===== src/rtl/signed_divider.sv =====
// signed_divider: 8-bit restoring shift-subtract signed divider with Start/Done handshake
module signed_divider (
  input  logic       Clock,
  input  logic       Reset,
  input  logic       Start,
  input  logic [7:0] Dividend,
  input  logic [7:0] Divisor,
  output logic [7:0] Quotient,
  output logic [7:0] Remainder,
  output logic       Done,
  output logic       Busy,
  output logic       DivByZero,
  output logic       Overflow
);
  typedef enum logic [1:0] {IDLE, ITER, FIX, DONE} state_t;
  state_t     state;
  logic       sd, sv, dz, ovf;
  logic [7:0] mq, md, r, dvd;
  logic [2:0] cnt;
  logic [8:0] rs, t;
  // trial subtraction of the divisor magnitude from the shifted partial remainder;
  // r never exceeds md, so its ninth bit is always zero and is not stored
  always_comb begin
    rs = {r, mq[7]};
    t  = rs - {1'b0, md};
  end
  // control, iteration datapath and registered result/status outputs
  always_ff @(posedge Clock or negedge Reset) begin
    if (!Reset) begin
      state     <= IDLE;
      sd        <= 1'b0;
      sv        <= 1'b0;
      dz        <= 1'b0;
      ovf       <= 1'b0;
      mq        <= 8'h00;
      md        <= 8'h00;
      r         <= 8'h00;
      dvd       <= 8'h00;
      cnt       <= 3'd0;
      Quotient  <= 8'h00;
      Remainder <= 8'h00;
      Done      <= 1'b0;
      Busy      <= 1'b0;
      DivByZero <= 1'b0;
      Overflow  <= 1'b0;
    end else begin
      case (state)
        ITER: begin
          r     <= t[8] ? rs[7:0] : t[7:0];
          mq    <= {mq[6:0], ~t[8]};
          cnt   <= cnt + 3'd1;
          state <= (cnt == 3'd7) ? FIX : ITER;
        end
        FIX: begin
          Quotient  <= dz ? 8'h00 : ((sd ^ sv) ? -mq : mq);
          Remainder <= dz ? dvd : (sd ? -r : r);
          DivByZero <= dz;
          Overflow  <= ovf;
          Done      <= 1'b1;
          Busy      <= 1'b0;
          state     <= DONE;
        end
        default: begin
          if (Start) begin
            sd    <= Dividend[7];
            sv    <= Divisor[7];
            mq    <= Dividend[7] ? -Dividend : Dividend;
            md    <= Divisor[7] ? -Divisor : Divisor;
            dvd   <= Dividend;
            dz    <= (Divisor == 8'h00);
            ovf   <= (Dividend == 8'h80) && (Divisor == 8'hFF);
            r     <= 8'h00;
            cnt   <= 3'd0;
            Done  <= 1'b0;
            Busy  <= 1'b1;
            state <= (Divisor == 8'h00) ? FIX : ITER;
          end
        end
      endcase
    end
  end
endmodule


===== config.mk =====
export PLATFORM = sky130hd
export DESIGN_NAME = signed_divider
export DESIGN_NICKNAME = d
export VERILOG_FILES = /design/src/rtl/signed_divider.sv
export SDC_FILE = /design/constraint.sdc
export NUM_CORES = 1
export LEC_CHECK = 0
export CAP_MARGIN = 15
export CORE_ASPECT_RATIO = 0.8
export CORE_MARGIN = 5
export CORE_UTILIZATION = 35
export CTS_CLUSTER_DIAMETER = 100
export DETAILED_ROUTE_END_ITERATION = 16
export DONT_BUFFER_PORTS = 1
export MAX_ROUTING_LAYER = met4
export SETUP_SLACK_MARGIN = 0.5
export SKIP_CTS_REPAIR_TIMING = 1
export SLEW_MARGIN = 20
export SYNTH_ARGS = -nofsm -noshare
export SYNTH_HDL_FRONTEND = slang
export SYNTH_SLANG_ARGS = --single-unit

===== constraint.sdc =====
create_clock -name Clock -period 2.4 [get_ports Clock]
set_clock_uncertainty 0.05 [all_clocks]
set_input_delay 0.48 -clock Clock [delete_from_list [all_inputs] [get_ports Clock]]
set_output_delay 0.48 -clock Clock [all_outputs]
set_load 0.01 [all_outputs]

# Word-level counts from Yosys, hierarchy flattened
# Cells that the tools add are included.
[classes]
addsub = 6
multipliers = 0
div = 0
n_lt_le_gt_ge = 0
eq_ne = 5
shift = 0
n_mux = 21
bitwise = 5
n_reduce_logical = 9
[ops]
columns = ["operator", "count"]
rows = [
  ["two-way mux 8 bit", 9],
  ["negator 8 bit", 4],
  ["one-hot mux 8 bit (2 select lines)", 2],
  ["== test 8 bit (second input constant)", 2],
  ["subtractor 9 x 8 -> 9 bit", 1],
  ["zero test 8 bit", 1],
  ["two-way mux 2 bit", 3],
  ["one-hot mux 3 bit (2 select lines)", 1],
  ["AND reduction 2 bit", 3],
  ["inverter 1 bit", 4],
  ["one-hot mux 1 bit (2 select lines)", 2],
  ["one-hot mux 2 bit (2 select lines)", 1],
  ["nonzero test 2 bit", 2],
  ["adder 3 x 1 -> 3 bit (second input constant)", 1],
  ["== test 3 bit (second input constant)", 1],
  ["two-way mux 3 bit", 1],
  ["nonzero test 3 bit", 1],
  ["== test 2 x 1 -> 1 bit (second input constant)", 1],
  ["== test 2 bit (second input constant)", 1],
  ["two-way mux 1 bit", 2],
  ["OR reduction 2 bit", 1],
  ["logical AND 1 bit", 1],
  ["XOR 1 bit", 1],
]
[totals]
regBits = 61
latchBits = 0
ramBits = 0
mem_bits_ro = 0
out_inout_bits = 20
n_memories = 0

# Longest topological paths before layout
# Gate-level depths: netlist (run 1).
[logic_depth]
word_depth = 4
depth_mapped = 10
ltp_nobuf = 8

# Worst setup path before layout (run 1)
# OpenSTA, ideal clock, no wires.
[synth_path]
path_type = "register to register"
from = "register mq[7]"
to = "register r[5]"
setup_ns = 0.126
t_arrival_ns = 2.310
setup_slack_ns = -0.086
stages_incl_launch_ff = 10
n_path_buf = 1
path_cell_list = "dfrtp_1 inv_1 ha_1 fa_1 nand2b_1 a211oi_2 o21ai_2 or2_1 buf_6 a311o_1"
[synth_via]
elab_chain_cells = 3
[synth_lines]
columns = ["item", "line", "source"]
rows = [
  ["start, declared", "18", "logic [7:0] mq, md, r, dvd;"],
  ["start signal, assigned", "50", "mq <= {mq[6:0], ~t[8]};"],
  ["start signal, assigned", "67", "mq <= Dividend[7] ? -Dividend : Dividend;"],
  ["subtractor 9 x 8 -> 9 bit", "25", "t = rs - {1'b0, md};"],
  ["two-way mux 8 bit", "49", "r <= t[8] ? rs[7:0] : t[7:0];"],
  ["one-hot mux 8 bit (2 select lines)", "47", "case (state)"],
  ["end signal, assigned", "49", ""],
  ["end, declared", "18", ""],
]
# No other way between the ends.
# A chain may end at the register's enable or synchronous reset.

# Worst setup path after layout (run 1)
[layout_path]
from = "register md[0]"
to = "register r[5]"
[layout_via]
elab_chain_cells = 3
[layout_lines]
columns = ["item", "line", "source"]
rows = [
  ["start, declared", "18", ""],
  ["start signal, assigned", "68", "md <= Divisor[7] ? -Divisor : Divisor;"],
  ["subtractor 9 x 8 -> 9 bit", "25", ""],
  ["two-way mux 8 bit", "49", ""],
  ["one-hot mux 8 bit (2 select lines)", "47", ""],
]
# No other way between the ends.

==> summary.txt, run 1 <==
Job
  – Maxcap violations: 0

Yosys
  – Mean cell area of the mapped netlist: 9.36 um2
  – Mapped Area: 0.00361 mm2
  – Synth Net Count: 423
  – Post-synth EDFFs: 0
  – Largest area contributor in the netlist: dfrtp_1
  – Async SR Flop Fraction: 100%
  – Syn Inst Count: 386
  – Largest cells by area after synthesis: dfrtp_1 (42%), ha_1 (5.9%), nand2_1 (5.4%)
  – Most used DFF post-synth: dfrtp_1
  – Warnings, synthesis: 0
  – Netlist cell types: 50
  – Post-synthesis sequential area ratio: 41.6%
  – Top cell type's share of synthesized area: 41.6%
  – Synthesized flop and latch total: 60

Global routing
  – First-pass GRT wire length: 14.6 mm
  – Initial antenna violation count: 0
  – Overflow after GRT: 0
  – Global Route Usage Sum: 15.6%
  – Vias in the first global route: 2664
  – Pin count of the biggest net entering global routing: 61

Clock network
  – CTS HTree Levels: 3
  – Root buf cell: clkbuf_16
  – Total CTS buffers: 9
  – Sink Count: 60
  – Buffer levels on the longest clock path: 2
  – Clk slew on worst S/H paths: 50 ps
  – Clock Latency Late Sink: 330 ps
  – CTS tree: done

Timing
  – F_max: 437 MHz
  – Slew HR: 52.6%
  – Final hold violation count: 60
  – Worst-margin pin slew: 706 ps
  – Final worst hold slack: -208 ps
  – Max-slew violation count: 0
  – Tcrit/Tclk final: 95.4%
  – RSZ-0062 raised after global routing: true
  – Total negative slack: 0 ps
  – Final min period: 2290 ps
  – Setup violators final: 0

Die
  – I/O pin count: 39
  – Die Span X: 124 um
  – Die Span Y: 101 um
  – Core area: 0.0102 mm2
  – DIE AREA: 0.0125 mm2
  – Row count: 33
  – Initial core utilization: 35.6%

Detailed routing
  – 1st-iter DRT viols: 200
  – ANT nets after route: 0
  – Initial DRT Pass Iterations: 5
  – DR WL/cell: 16.6 um
  – DRC violations left: 0
  – Routed vias: 2943
  – WL final: 9.13 mm
  – Vias/cell: 5.35

Finish
  – Synthesis-to-layout area growth: 19.5%
  – Layout net count: 442
  – Most common cell after layout, fill and taps aside: dfrtp_1
  – Diode count: 0
  – Reg area: 0.00150 mm2
  – Post-route cell area: 0.00432 mm2
  – Post-layout util: 42.5%
  – Multi-input logic area: 0.00199 mm2
  – Layout cells sized above 1: 19.0%
  – Fillers: 1037
  – Most frequent cells in the layout: dfrtp_1 (60), nand2_1 (51), buf_4 (27), inv_1 (23), o21ai_0 (23)

Worst setup path
  – Max Fanout on Critical Path: 7
  – Worst setup EP type: register
  – End of the critical path: r[5]
  – R2R Path End: r[5]
  – Worst R2R Start: md[0]
  – Critical Path AT: 2450 ps
  – R2r setup slk: 110 ps
  – Depth of the most critical reg-to-reg path: 7
  – Required time worst endpoint: 2560 ps
  – Critical path class: reg -> reg
  – Worst Setup SP: md[0]
  – Critical path launch point type: register

Power and ir drop
  – Static leakage: 1.87 nW
  – Reg power frac: 28.0%
  – Psw: 2.79 mW
  – Max VDD drop: 0.000541 V
  – Pwr dens: 1590 mW/mm2
  – Sw frac: 40.5%
  – P_int: 4.09 mW
  – Clock share of power: 20.9%
  – Comb pwr share: 51.1%
  – Total power: 6.87 mW

Placement
  – Dpl cell area: 0.00385 mm2
  – IO Port Bufs: 0
  – GPL Wtd Cong: 0.875
  – Dpl hpwl: 6.62 mm

Outcome
  – Violated checks: hold timing
  – Status: finished with violations

Hold path
  – Hold Path Class: in -> async
-- power by group through the flow --
stage / Combinational (mW) / Clock (mW) / Sequential [mW]
finish: 3.51 / 1.44 / 1.92
global route: 3.87 / 1.51 / 1.99
CTS: 3.17 / 1.46 / 1.92
detailed placement: 3.14 / 0 / 1.93
global placement: 3.08 / 0 / 1.92
floorplan: 2.47 / 0 / 1.82
-- metal layers --
metal / track usage [%] / vias to the layer above / routed length, um / part of all wire, %
li1: - / 1423 / - / -
met1: 23.2 / 1407 / 4510 / 49
met2: 19.8 / 104 / 3870 / 42
met3: 5.33 / 9 / 676 / 7.4
met4: 4.34 / 0 / 76 / 0.83
met5: - / - / 0 / 0
-- cell type report --
type / instances / area share (%)
timing repair buffer: 28 / 4.99
sequential: 60 / 34.8
clock inverter: 4 / 1.62
multi-input combinational: 282 / 46.2
clock buffer: 12 / 6.17
inverter: 24 / 2.17
tap: 140 / 4.06
-- worst max-delay path, cell delays in order, from the launching register on --
cell and delay [ps]:
dfrtp_1 380, ha_2 200, fa_2 350, nand2b_4 160, a211oi_4 350, o21ai_4 130, or2_4 280, a311o_1 270
-- how the worst min path moves through the flow --
stage	slack [ps]	from	cells after the start	endpoint
2_1_floorplan	130	Reset	0	Busy
3_3_place_gp	140	Reset	0	Quotient[6]
3_5_place_dp	140	Reset	0	Quotient[6]
4_1_cts	-220	Reset	0	Quotient[6]
5_1_grt	-220	Reset	0	Quotient[6]
6_report	-210	Reset	0	Quotient[6]
-- sequential cells by signal, indices dropped and copies added, names as in the netlist --
register and cells:
Busy 1, DivByZero 1, Done 1, Overflow 1, Quotient 8, Remainder 8, cnt 3, dvd 7
dz 1, md 8, mq 8, ovf 1, r 8, sd 1, state 2, sv 1
-- per-stage QoR --
step           setup WS (ps)  cells
6_report                 111    550
5_1_grt                 9.29    550
4_1_cts                 4.19    540
3_5_place_dp            16.6    524
3_3_place_gp            73.5    524
2_1_floorplan           80.1    386
-- cells in the mapped netlist (2+ instances only) --
master	n
dfrtp_1	60
nand2_1	52
o21ai_0	29
inv_1	24
ha_1	17
a21oi_1	15
clkbuf_1	15
mux2_2	15
nor2_1	15
o22ai_1	14
xnor2_1	13
xor2_1	11
nand2b_1	10
o211ai_1	10
o2bb2ai_1	7
mux2i_1	6
or3_1	6
nand3_1	5
nor3_1	5
a211oi_1	4
o311ai_1	4
o31ai_1	4
a21boi_0	3
buf_6	3
nand3b_1	3
nor3b_1	3
o41ai_1	3
a2111oi_0	2
a21o_1	2
buf_1	2
nand4_1	2
nor2b_1	2
nor4_1	2
or4_1	2
-- kinds of logic (layout without fill, tap and decap cells) --
kind of cell / Yosys count / after routing / share of synthesized area, %
AND/OR/NAND/NOR: 112 / 112 / 14.8
adder cells (fa/ha/maj): 18 / 18 / 6.44
buffers and inverters: 44 / 68 / 5.19
XOR/XNOR: 24 / 24 / 5.82
flip-flops: 60 / 60 / 41.6
AO/OA/AOI/OAI: 107 / 107 / 19.8
multiplexers: 21 / 21 / 6.34
(Power assumes the default switching activity.)
==> run 2: changes to the inputs <==
--- a/config.mk
+++ b/config.mk
@@ -12,6 +12,7 @@
 export CTS_CLUSTER_DIAMETER = 100
 export DETAILED_ROUTE_END_ITERATION = 16
 export DONT_BUFFER_PORTS = 1
+export GPL_TIMING_DRIVEN = 0
 export MAX_ROUTING_LAYER = met4
 export SETUP_SLACK_MARGIN = 0.5
 export SKIP_CTS_REPAIR_TIMING = 1
==> summary.txt, run 2 (synthesized netlist as in run 1, its figures left out) <==
Finish
  – Final Non-Filler Cells: 550 (unchanged)
  – Fillers: 1027 (-0.96%)
  – Diode count: 0 (unchanged)
  – Layout net count: 442 (unchanged)
  – Most frequent cells in the layout: dfrtp_1 (56), nand2_1 (52), o21ai_0 (25), inv_1 (23), ha_1 (16)
  – Layout cells sized above 1: 18.3% (-0.73 points)
  – Post-layout util: 42.2% (-0.26 points)
  – Post-route cell area: 0.00429 mm2 (-0.61%)
  – Most common cell after layout, fill and taps aside: dfrtp_1
  – Synthesis-to-layout area growth: 18.7%

Clock network
  – Root buf cell: clkbuf_16
  – Sink Count: 60 (unchanged)
  – Clk slew on worst S/H paths: 50 ps (about the same)
  – Buffer levels on the longest clock path: 2 (unchanged)
  – CTS tree: done
  – Total CTS buffers: 9 (unchanged)
  – CTS HTree Levels: 3 (unchanged)
  – Clock Latency Late Sink: 320 ps (about the same)

Detailed routing
  – 1st-iter DRT viols: 227 (+14%)
  – DR WL/cell: 16.7 um (+0.39%)
  – DRC violations left: 0 (unchanged)
  – Vias/cell: 5.38 (+0.61%)
  – ANT nets after route: 0 (unchanged)
  – WL final: 9.17 mm (+0.39%)
  – Initial DRT Pass Iterations: 5 (unchanged)
  – Routed vias: 2961 (+0.61%)

Placement
  – IO Port Bufs: 0 (unchanged)
  – Dpl cell area: 0.00382 mm2 (-0.97%)
  – GPL Wtd Cong: 0.832 (-4.9%)
  – Dpl hpwl: 6.75 mm (+2.1%)
  – Worst slack, placed: -165 ps (-181 ps)
  – Total placed cells including tap cells: 526 (+0.38%)

Timing
  – Setup violators final: 0 (unchanged)
  – Worst-margin pin slew: 685 ps (-21.6 ps)
  – Total negative slack: 0 ps (unchanged)
  – F_max: 435 MHz (-0.53%)
  – Final worst hold slack: -201 ps (+6.59 ps)
  – Final min period: 2300 ps (+12.2 ps)
  – Final hold violation count: 60 (unchanged)
  – Tcrit/Tclk final: 95.9% (+0.51 points)
  – Slew HR: 54.0% (+1.4 points)
  – Final setup margin: 99.0 ps (-12.2 ps)
  – RSZ-0062 raised after global routing: true
  – Max-slew violation count: 0 (unchanged)

Power and ir drop
  – P_int: 3.99 mW (-2.3%)
  – Static leakage: 1.83 nW (-2.4%)
  – Pwr dens: 1580 mW/mm2 (-0.76%)
  – Sw frac: 41.1% (+0.57 points)
  – Psw: 2.79 mW (about the same)
  – Total power: 6.78 mW (-1.4%)
  – Max VDD drop: 0.000547 V (+1.1%)
  – Reg power frac: 28.8% (+0.8 points)
  – Comb pwr share: 50.5% (-0.6 points)
  – Clock share of power: 20.7% (-0.2 points)

Global routing
  – Initial antenna violation count: 0 (unchanged)
  – First-pass GRT wire length: 15.0 mm (+3.1%)
  – Global Route Usage Sum: 15.9% (+0.30 points)
  – Pin count of the biggest net entering global routing: 61 (unchanged)
  – Overflow after GRT: 0 (unchanged)
  – Vias in the first global route: 2844 (+6.8%)

Die
  – DIE AREA: 0.0125 mm2 (unchanged)
  – I/O pin count: 39 (unchanged)
  – Die Span Y: 101 um (unchanged)
  – Core area: 0.0102 mm2 (unchanged)
  – Initial core utilization: 35.6% (unchanged)
  – Die Span X: 124 um (unchanged)
  – Row count: 33 (unchanged)

Worst setup path
  – Required time worst endpoint: 2550 ps (about the same)
  – Max Fanout on Critical Path: 7 (unchanged)
  – R2r setup slk: 100 ps (about the same)
  – R2R Path End: r[5]
  – Critical Path AT: 2450 ps (about the same)
  – Critical path launch point type: register
  – Depth of the most critical reg-to-reg path: 9 (+2)
  – Worst R2R Start: mq[7]
  – Worst setup EP type: register
  – Critical path class: reg -> reg

Job
  – Maxcap violations: 0 (unchanged)

Outcome
  – Status: finished with violations
  – Violated checks: hold timing

Hold path
  – Hold Path Class: in -> async
[run 2: area by class of cell]
class,count,area (um2),share of cell area (%)
inverter,24,90.1,2.10
clock inverter,5,85.1,1.98
buffer,20,120,2.80
tap,140,175,4.08
timing repair buffer,8,63.8,1.49
multi-input combinational,282,2010,46.8
clock buffer,11,243,5.66
sequential,60,1510,35.1
[run 2: per-layer routing]
metal	routed length, um	global-route usage (%)
met5	0	-
met4	97	4.43
met3	653	3.93
met2	3940	22.3
met1	4480	22.9
[run 2: power groups by stage]
| stage | sequential (mW) | clock, mW | combinational [mW] |
|---|---|---|---|
| 5_1_grt | 2.02 | 1.47 | 3.84 |
| 2_1_floorplan | 1.82 | 0 | 2.47 |
| 4_1_cts | 1.96 | 1.42 | 3.05 |
| 6_report | 1.95 | 1.40 | 3.42 |
| 3_3_place_gp | 1.96 | 0 | 2.97 |
| 3_5_place_dp | 1.97 | 0 | 3.03 |
[run 2: how the worst max path moves through the flow]
stage / start / to / slack [ps] / cells past startpoint
detailed placement: mq[7] / r[5] / -160 / 9
floorplan: mq[7] / r[5] / 80 / 9
CTS: mq[7] / r[5] / -170 / 9
global placement: mq[7] / r[5] / -140 / 9
finish: mq[7] / r[5] / 100 / 9
global route: mq[7] / r[5] / -10 / 9
[run 2: critical path, cell delays in order (launching register included)]
cell and delay, ps:
dfrtp_2 380, inv_2 50, ha_4 150, fa_2 330, nand2b_4 160, a211oi_4 310
o21ai_4 120, or2_1 230, buf_6 140, a311o_1 260
==> run 3: changes to the inputs <==
--- a/config.mk
+++ b/config.mk
@@ -10,6 +10,7 @@
 export CORE_MARGIN = 5
 export CORE_UTILIZATION = 35
 export CTS_CLUSTER_DIAMETER = 100
+export CTS_CLUSTER_SIZE = 14
 export DETAILED_ROUTE_END_ITERATION = 16
 export DONT_BUFFER_PORTS = 1
 export GPL_TIMING_DRIVEN = 0
==> results of run 3 <==
The final DEF is identical to that of run 2; final timing and power are the same.
